===== src/rtl/ifetch_queue.sv =====
// ifetch_queue: credit-limited instruction fetch front end with an in-order response FIFO
// and single-cycle redirect flush of buffered and in-flight fetches.
module ifetch_queue #(
    parameter int unsigned DEPTH    = 4,
    parameter logic [31:0] RESET_PC = 32'h0000_0000
) (
    input  logic        clk,
    input  logic        rst,
    output logic        mem_req,
    output logic [31:0] mem_addr,
    input  logic        mem_gnt,
    input  logic        mem_rvalid,
    input  logic [31:0] mem_rdata,
    input  logic        redirect,
    input  logic [31:0] redirect_pc,
    output logic        inst_valid,
    output logic [31:0] inst,
    output logic [31:0] inst_pc,
    input  logic        inst_ready
);
    localparam int AW = $clog2(DEPTH);
    localparam int CW = $clog2(DEPTH + 1);

    logic [31:0]   fetch_pc, resp_pc, target;
    logic [31:0]   word_mem [DEPTH];
    logic [31:0]   pc_mem [DEPTH];
    logic [AW-1:0] rd_ptr, wr_ptr;
    logic [CW-1:0] count, inflight, discard;
    logic          accept, rsp, push, drop, pop;

    // count + inflight never exceeds DEPTH, so every kept response has a free slot
    always_comb begin
        mem_req    = rst && !redirect && (({1'b0, count} + {1'b0, inflight}) < (CW+1)'(DEPTH));
        mem_addr   = fetch_pc;
        inst_valid = count != '0;
        inst       = word_mem[rd_ptr];
        inst_pc    = pc_mem[rd_ptr];
        target     = redirect_pc & 32'hFFFF_FFFC;
        accept     = mem_req && mem_gnt;
        rsp        = mem_rvalid && inflight != '0;
        drop       = rsp && discard != '0;
        push       = rsp && discard == '0;
        pop        = inst_valid && inst_ready;
    end

    always_ff @(posedge clk or negedge rst) begin
        if (!rst) begin
            fetch_pc <= RESET_PC;
            resp_pc  <= RESET_PC;
            rd_ptr   <= '0;
            wr_ptr   <= '0;
            count    <= '0;
            inflight <= '0;
            discard  <= '0;
            for (int i = 0; i < DEPTH; i++) begin
                word_mem[i] <= '0;
                pc_mem[i]   <= '0;
            end
        end else if (redirect) begin
            fetch_pc <= target;
            resp_pc  <= target;
            rd_ptr   <= '0;
            wr_ptr   <= '0;
            count    <= '0;
            inflight <= inflight - CW'(rsp);
            discard  <= inflight - CW'(rsp);
        end else begin
            if (accept)
                fetch_pc <= fetch_pc + 32'd4;
            if (push) begin
                word_mem[wr_ptr] <= mem_rdata;
                pc_mem[wr_ptr]   <= resp_pc;
                wr_ptr           <= wr_ptr + AW'(1);
                resp_pc          <= resp_pc + 32'd4;
            end
            if (pop)
                rd_ptr <= rd_ptr + AW'(1);
            count    <= count + CW'(push) - CW'(pop);
            inflight <= inflight + CW'(accept) - CW'(rsp);
            discard  <= discard - CW'(drop);
        end
    end

    assert property (@(posedge clk) disable iff (!rst) mem_rvalid |-> inflight != '0);
endmodule


===== config.mk =====
export PLATFORM = sky130hd
export DESIGN_NAME = ifetch_queue
export DESIGN_NICKNAME = d
export VERILOG_FILES = /design/src/rtl/ifetch_queue.sv
export SDC_FILE = /design/constraint.sdc
export NUM_CORES = 1
export LEC_CHECK = 0
export ABC_CLOCK_PERIOD_IN_PS = 5800
export CORE_MARGIN = 8
export CORE_UTILIZATION = 35
export CTS_BUF_LIST = sky130_fd_sc_hd__clkbuf_2
export DETAILED_ROUTE_END_ITERATION = 6
export GPL_TIMING_DRIVEN = 0
export SLEW_MARGIN = 5
export SYNTH_ARGS = -nofsm -noshare
export SYNTH_HDL_FRONTEND = slang
export SYNTH_SLANG_ARGS = --single-unit

===== constraint.sdc =====
create_clock -name clk -period 5.8 [get_ports clk]
set_clock_uncertainty 0.15 [all_clocks]
set_input_delay 0.58 -clock clk [delete_from_list [all_inputs] [get_ports clk]]
set_output_delay 0.58 -clock clk [all_outputs]
set_load 0.02 [all_outputs]

==> results of run 1 <==
==> cells in the final DEF, fill, tap and decap left out, drive strengths merged, types with 5 or more instances in the layout <==
master	instances
a21boi	7
a21oi	5
and3	9
buf	45
clkbuf	157
clkdlybuf4s50	160
clkinv	14
dfrtp	321
ha	16
inv	23
mux2	254
mux4	62
nand2	64
nand3	21
nand3b	5
nand4	28
nor2	26
nor3	11
nor4	10
o211ai	8
o21ai	36
o311ai	8
or3	6
or4	6
xnor2	26
xor2	17
==> synthesized netlist by cell type (3+ instances only) <==
library cell	count
buf_1	6
buf_2	32
mux2i_1	3
inv_1	20
nand4_1	27
nand3b_1	5
o21ai_0	35
or4_1	5
and3_1	9
nor2b_1	3
a31o_2	3
xnor2_1	26
clkbuf_1	29
and4_1	4
a21boi_0	7
o211ai_1	8
nor3_1	10
or3_1	5
nor4_1	9
dfrtp_1	321
a21oi_1	5
o311ai_0	6
xor2_1	17
mux4_2	62
nand2b_1	4
nand2_1	63
ha_1	16
nand3_1	21
mux2_2	254
nor2_1	26
buf_4	4
==> worst paths after layout <==
kind | start | end | slack (ps) | cells after the start
worst min-delay path | rst | word_mem[88]$_DFFE_PN0P_ | 130 | 2
min in group clk | redirect_pc[20] | mem_addr[20]$_DFFE_PN0N_ | 130 | 3
worst max register to register | inflight[1]$_DFF_PN0_ | inflight[2]$_DFF_PN0_ | 2180 | 13
max in group asynchronous | rst | pc_mem[27]$_DFFE_PN0P_ | 4280 | 3
worst max-delay path | rd_ptr[0]$_DFFE_PN0P_ | inst_pc[23] | 1390 | 4
worst min register to register | word_mem[57]$_DFFE_PN0P_ | word_mem[57]$_DFFE_PN0P_ | 350 | 1
==> sequential cells by signal, indices dropped and copies added (netlist names) <==
name and flops:
pc_mem 120, rd_ptr 2, word_mem 128, resp_pc 30, count 3, discard 3
wr_ptr 2, inflight 3, mem_addr 30
==> area by class of cell <==
cell class | count | area, um^2 | share of cell area (%)
Sequential cell | 321 | 8030 | 44.5
Tap cell | 539 | 674 | 3.73
Clock inverter | 17 | 90.1 | 0.499
Clock buffer | 126 | 631 | 3.49
Inverter | 21 | 78.8 | 0.436
Multi-Input combinational cell | 670 | 6530 | 36.2
Timing Repair Buffer | 164 | 1680 | 9.31
Buffer | 73 | 332 | 1.84
Antenna cell | 4 | 10.0 | 0.0554
==> cell families after synthesis <==
family                     synth area share [%]
xor gates and xnor gates                   2.52
buffers and inverters                      2.74
adders and majority gates                  1.61
and+or+nand+nor                            7.29
muxes                                      28.6
DFF                                        53.7
AOI/OAI and AO/OA                          3.50
other                                    0.0251
==> repair_timing <==
action                     in CTS  in global routing
hold endpoints to repair       92                  0
hold buffers                    1                  0
setup endpoints to repair       0                  0
==> critical path: cells and delay by family, from the launching register on <==
kind	cells	cell delay (ps)
flip-flops	1	320
buffers and inverters	3	1830
multiplexers	1	630
==> layer usage <==
layer	GRT usage (%)	up-vias	wire length, um
li1	-	4524	-
met2	25.0	313	18200
met5	0	-	0
met1	20.3	5058	16800
met3	5.22	54	2810
met4	4.82	0	742
==> power breakdown <==
group / switching [mW] / leakage, nW / internal [mW]
logic: 1.24 / 3.40 / 1.38
clock network: 0.912 / 0.568 / 0.612
registers: 0.272 / 4.24 / 2.67
==> per-stage QoR <==
stage          worst slack, ps  instances  utilization [%]
2_1_floorplan             2760       1085                -
3_3_place_gp            -10240       1785             41.1
3_5_place_dp              1050       1787             41.2
4_1_cts                   1050       1931             42.9
5_1_grt                    993       1935             43.0
6_report                  1390       1935             43.0
==> impl_metrics.py, run 1 <==
metrics = {
    "synthesis": {
        "ys_top_cells_by_area": "dfrtp_1 (54%), mux2_2 (19%), mux4_2 (9.3%)",
        "post-synth-top-area-fraction_pct": 53.7,
        "yosys_register_bits": 321,
        "yosys.area.top_type": "dfrtp_1",
        "async_flop_share_pct": 100,
        "syn_area_um2": 15000,
        "synth_area_per_cell_um2": 13.8,
        "synth_cells": 1082,
        "synth_ff_type": "dfrtp_1",
        "synth-seq-area-share_pct": 53.7,
        "synth-edff-count": 0,
        "synth_warnings": 0,
        "synth_cell_type_count": 59,
    },
    "floorplan": {
        "die_y_um": 223,
        "io_pins": 168,
        "rows": 75,
        "start_util_pct": 35.6,
        "fp.dieW_um": 223,
        "die-area_um2": 49600,
        "core_um2": 42000,
    },
    "routing": {
        "wl_per_cell_um": 19.9,
        "totalWireLength_um": 38600,
        "drc": 0,
        "drtAntennaViolNets": 0,
        "via_per_inst": 5.14,
        "drt_pass1_iterations": 5,
        "drtIter0Drc": 527,
        "vias": 9949,
    },
    "cts": {
        "cts_resized": 0,
        "ctsRootBufferMaster": "clkbuf_2",
        "cts_tree": "built",
        "htree_num_levels": 3,
        "cts_num_sinks": 321,
        "post-cts-setup-buffers": 0,
        "numCtsBuffers": 86,
        "clkLatencyLatePin_ps": 950,
        "clkSlewWorstSetupHoldPaths_ps": 90,
        "clock_path_buffers": 3,
    },
    "critical_path": {
        "required_ps": 5070,
        "crit_slowest_cell": "buf_1",
        "path_max_fanout": 10,
        "path_class": "reg -> out",
        "endpoint_kind": "output port",
        "worstPathCellList": "clkbuf_1, buf_1, mux4_2, clkdlybuf4s50_1",
        "worstPathArrival_ps": 3680,
        "startpoint_type": "flip-flop",
        "crit_path_max_incr_delay_ps": 680,
    },
    "global_route": {
        "overflow": 0,
        "grt_pass1_vias": 10800,
        "grt_first_pass_wirelength_um": 61800,
        "grt_max_degree": 117,
        "grt_usage_pct": 15.8,
        "grt_antenna_before_repair": 2,
    },
    "sta": {
        "tightest_slew_ps": 812,
        "setup_tns_ps": 0,
        "report.final.slew_viol_count": 0,
        "fmax_mhz": 227,
        "timing.slew.headroom_pct": 45.8,
        "setup_violations": 0,
        "finalCritPeriodShare_pct": 76.0,
        "timing.final.crit_period_ps": 4410,
        "rsz0062_at_grt": "false",
        "whs_ps": 126,
        "hold_viol_final": 0,
    },
    "worst_hold_path": {
        "worstHoldPathType": "in -> async",
    },
    "run": {
        "drv_cap": 0,
    },
    "place": {
        "routabilityCongestion": 0.835,
        "hpwl_um": 26500,
        "place_area_um2": 17300,
        "io_buffers": 161,
    },
    "finish": {
        "fin_area_um2": 18100,
        "area_growth_pct": 20.7,
        "fillerInstances": 3916,
        "drive_gt1_share_pct": 35.8,
        "nets": 1425,
    },
    "power": {
        "p_per_area_nw_per_um2": 392,
        "power_mw": 7.09,
        "ir_drop_uv": 144,
        "p_leak_nw": 8.20,
    },
    "run_status": {
        "status": "complete, no violations",
    },
}
No activity file was read; power rests on OpenSTA's default activity.
==> run 2, diff against run 1 <==
--- a/config.mk
+++ b/config.mk
@@ -5,7 +5,7 @@
 export SDC_FILE = /design/constraint.sdc
 export NUM_CORES = 1
 export LEC_CHECK = 0
-export ABC_CLOCK_PERIOD_IN_PS = 5800
+export ABC_CLOCK_PERIOD_IN_PS = 3750
 export CORE_MARGIN = 8
 export CORE_UTILIZATION = 35
 export CTS_BUF_LIST = sky130_fd_sc_hd__clkbuf_2
==> constraint.sdc (replaced) <==
create_clock -name clk -period 3.75 [get_ports clk]
set_clock_uncertainty 0.15 [all_clocks]
set_input_delay 0.375 -clock clk [delete_from_list [all_inputs] [get_ports clk]]
set_output_delay 0.375 -clock clk [all_outputs]
set_load 0.02 [all_outputs]
==> run 2 against run 1 <==
Against the previous run: core utilization rose by 2.0 points; total power rose by 56%; non-clock buffer count rose by 68; sequential power rose by 56%; setup slack got worse by 1200 ps; critical path type is now in -> reg; largest cell class unchanged.
==> impl_metrics.py, run 2 (synthesis gave the netlist of run 1 again) <==
metrics = {
    "run_status": {
        "status": "complete, no violations",
    },
    "cts": {
        "post-cts-setup-buffers": 0,
        "cts_num_sinks": 321,
        "numCtsBuffers": 86,
        "clkSlewWorstSetupHoldPaths_ps": 100,
        "cts_tree": "built",
        "htree_num_levels": 3,
        "ctsRootBufferMaster": "clkbuf_2",
        "clkLatencyLatePin_ps": 950,
        "clock_path_buffers": 3,
    },
    "global_route": {
        "grt_pass1_vias": 11100,
        "grt_antenna_before_repair": 2,
        "overflow": 0,
        "grt_first_pass_wirelength_um": 63300,
        "grt_max_degree": 116,
        "grt_usage_pct": 16.1,
    },
    "routing": {
        "totalWireLength_um": 39400,
        "wl_per_cell_um": 19.7,
        "drtAntennaViolNets": 0,
        "drtIter0Drc": 527,
        "drt_pass1_iterations": 6,
        "vias": 10200,
        "via_per_inst": 5.10,
        "drc": 0,
    },
    "finish": {
        "seq_area_um2": 8040,
        "fillerInstances": 3837,
        "largest_reg_flops": 128,
        "multi_input_comb_area_um2": 6530,
        "drive_gt1_share_pct": 35.3,
        "top_regs": "word_mem x128, pc_mem x120",
        "area_growth_pct": 26.4,
        "layout_commonest_cell": "dfrtp_1",
        "fin_cells": 2003,
        "layout_common_cells": "dfrtp_1 (320), mux2_2 (254), clkdlybuf4s50_1 (159)",
        "nets": 1493,
        "regMostFlops": "word_mem",
    },
    "critical_path": {
        "path_max_fanout": 10,
        "required_ps": 4450,
        "endpoint_kind": "flip-flop",
        "path_class": "in -> reg",
        "r2r_setup_slack_ps": 290,
        "startpoint_type": "primary input",
        "worstPathArrival_ps": 4220,
    },
    "power": {
        "p_leak_nw": 8.59,
        "p_per_area_nw_per_um2": 585,
        "power_mw": 11.1,
        "ir_drop_uv": 224,
    },
    "sta": {
        "hold_viol_final": 0,
        "finalCritPeriodShare_pct": 94.1,
        "report.final.slew_viol_count": 0,
        "setup_tns_ps": 0,
        "timing.final.crit_period_ps": 3530,
        "timing.slew.headroom_pct": 50.9,
        "tightest_slew_ps": 731,
        "fmax_mhz": 283,
        "setup_violations": 0,
    },
    "floorplan": {
        "core_um2": 42000,
        "die-area_um2": 49600,
        "start_util_pct": 35.6,
        "rows": 75,
        "die_y_um": 223,
        "io_pins": 168,
        "fp.dieW_um": 223,
    },
    "place": {
        "dpl.cell_count": 1787,
        "io_buffers": 161,
        "hpwl_um": 26500,
        "routabilityCongestion": 0.835,
    },
    "run": {
        "drv_cap": 0,
    },
    "worst_hold_path": {
        "worstHoldPathType": "in -> reg",
    },
}
==> run 2: cell count changes in the layout (fill, tap and decap cells not counted), moves of 3 or more <==
| cell | previous run | this run |
|---|---|---|
| buf_1 | 6 | 3 |
| buf_16 | 2 | 9 |
| buf_2 | 32 | 29 |
| clkbuf_1 | 29 | 22 |
| clkbuf_2 | 128 | 133 |
| clkbuf_4 | 0 | 6 |
| dlygate4sd3_1 | 1 | 64 |
==> run 2: power breakdown <==
part           total, mW  leakage [nW]  internal (mW)  switching (mW)
clock network       2.36         0.568          0.947            1.42
registers           4.58          4.24           4.13           0.454
logic               4.12          3.79           2.21            1.91
total               11.1          8.59           7.29            3.78
==> run 2: critical path, stage by stage <==
cell	delay, ps
dlygate4sd3_1	560
buf_8	130
buf_16	120
buf_16	120
buf_16	120
buf_16	140
buf_16	150
nor3b_2	150
and4_1	250
inv_1	90
clkbuf_1	380
clkbuf_2	350
ha_1	170
inv_1	40
ha_1	180
fa_1	380
xor2_1	140
o21ai_0	190
xor2_1	180
==> run 2: worst paths after layout <==
| check | from | to | depth (start not counted) |
|---|---|---|---|
| max in group asynchronous | rst | word_mem[58]$_DFFE_PN0P_ | 9 |
| hold / removal | mem_gnt | mem_addr[30]$_DFFE_PN0N_ | 4 |
| setup reg to reg | inflight[2]$_DFF_PN0_ | inflight[2]$_DFF_PN0_ | 13 |
| hold reg to reg | word_mem[37]$_DFFE_PN0P_ | word_mem[37]$_DFFE_PN0P_ | 1 |
| setup / recovery | rst | inflight[2]$_DFF_PN0_ | 19 |
| min in group asynchronous | rst | pc_mem[106]$_DFFE_PN0P_ | 7 |
==> run 2: layout make-up <==
class	instances	share of cell area (%)
repair buffers	234	13.3
diodes	4	0.0529
inverters	21	0.417
clock buffers	126	3.33
well taps	539	3.57
plain buffers	71	1.85
clock inverters	17	0.476
flip-flops and latches	321	42.5
multi-input cells	670	34.5
==> run 2: timing repair <==
| item | in CTS | in global routing |
|---|---|---|
| hold endpoints to repair | 509 | 0 |
| hold buffers | 71 | 0 |
| pin swaps | 0 | 0 |
| resized for setup | 11 | 10 |
| setup endpoints to repair | 62 | 58 |
| gates cloned | 0 | 0 |
==> run 2: per-stage QoR <==
stage | worst slack (ps) | hold WS (ps) | util (%) | cell area (um^2)
detailed placement | -793 | 315 | 41.2 | 17300
floorplan | 715 | -70.6 | - | 15000
finish | 222 | 130 | 45.0 | 18900
global placement | -12090 | 332 | 41.1 | 17300
global route | -17.4 | 17.1 | 45.0 | 18900
CTS | -73.4 | 14.8 | 44.9 | 18900
==> run 2: layer usage <==
layer	vias to the layer above	GRT usage, %	routed length (um)
met1	5181	20.8	17200
met2	322	25.6	18600
li1	4663	-	-
met5	-	0	0
met4	0	5.37	860
met3	59	5.11	2750
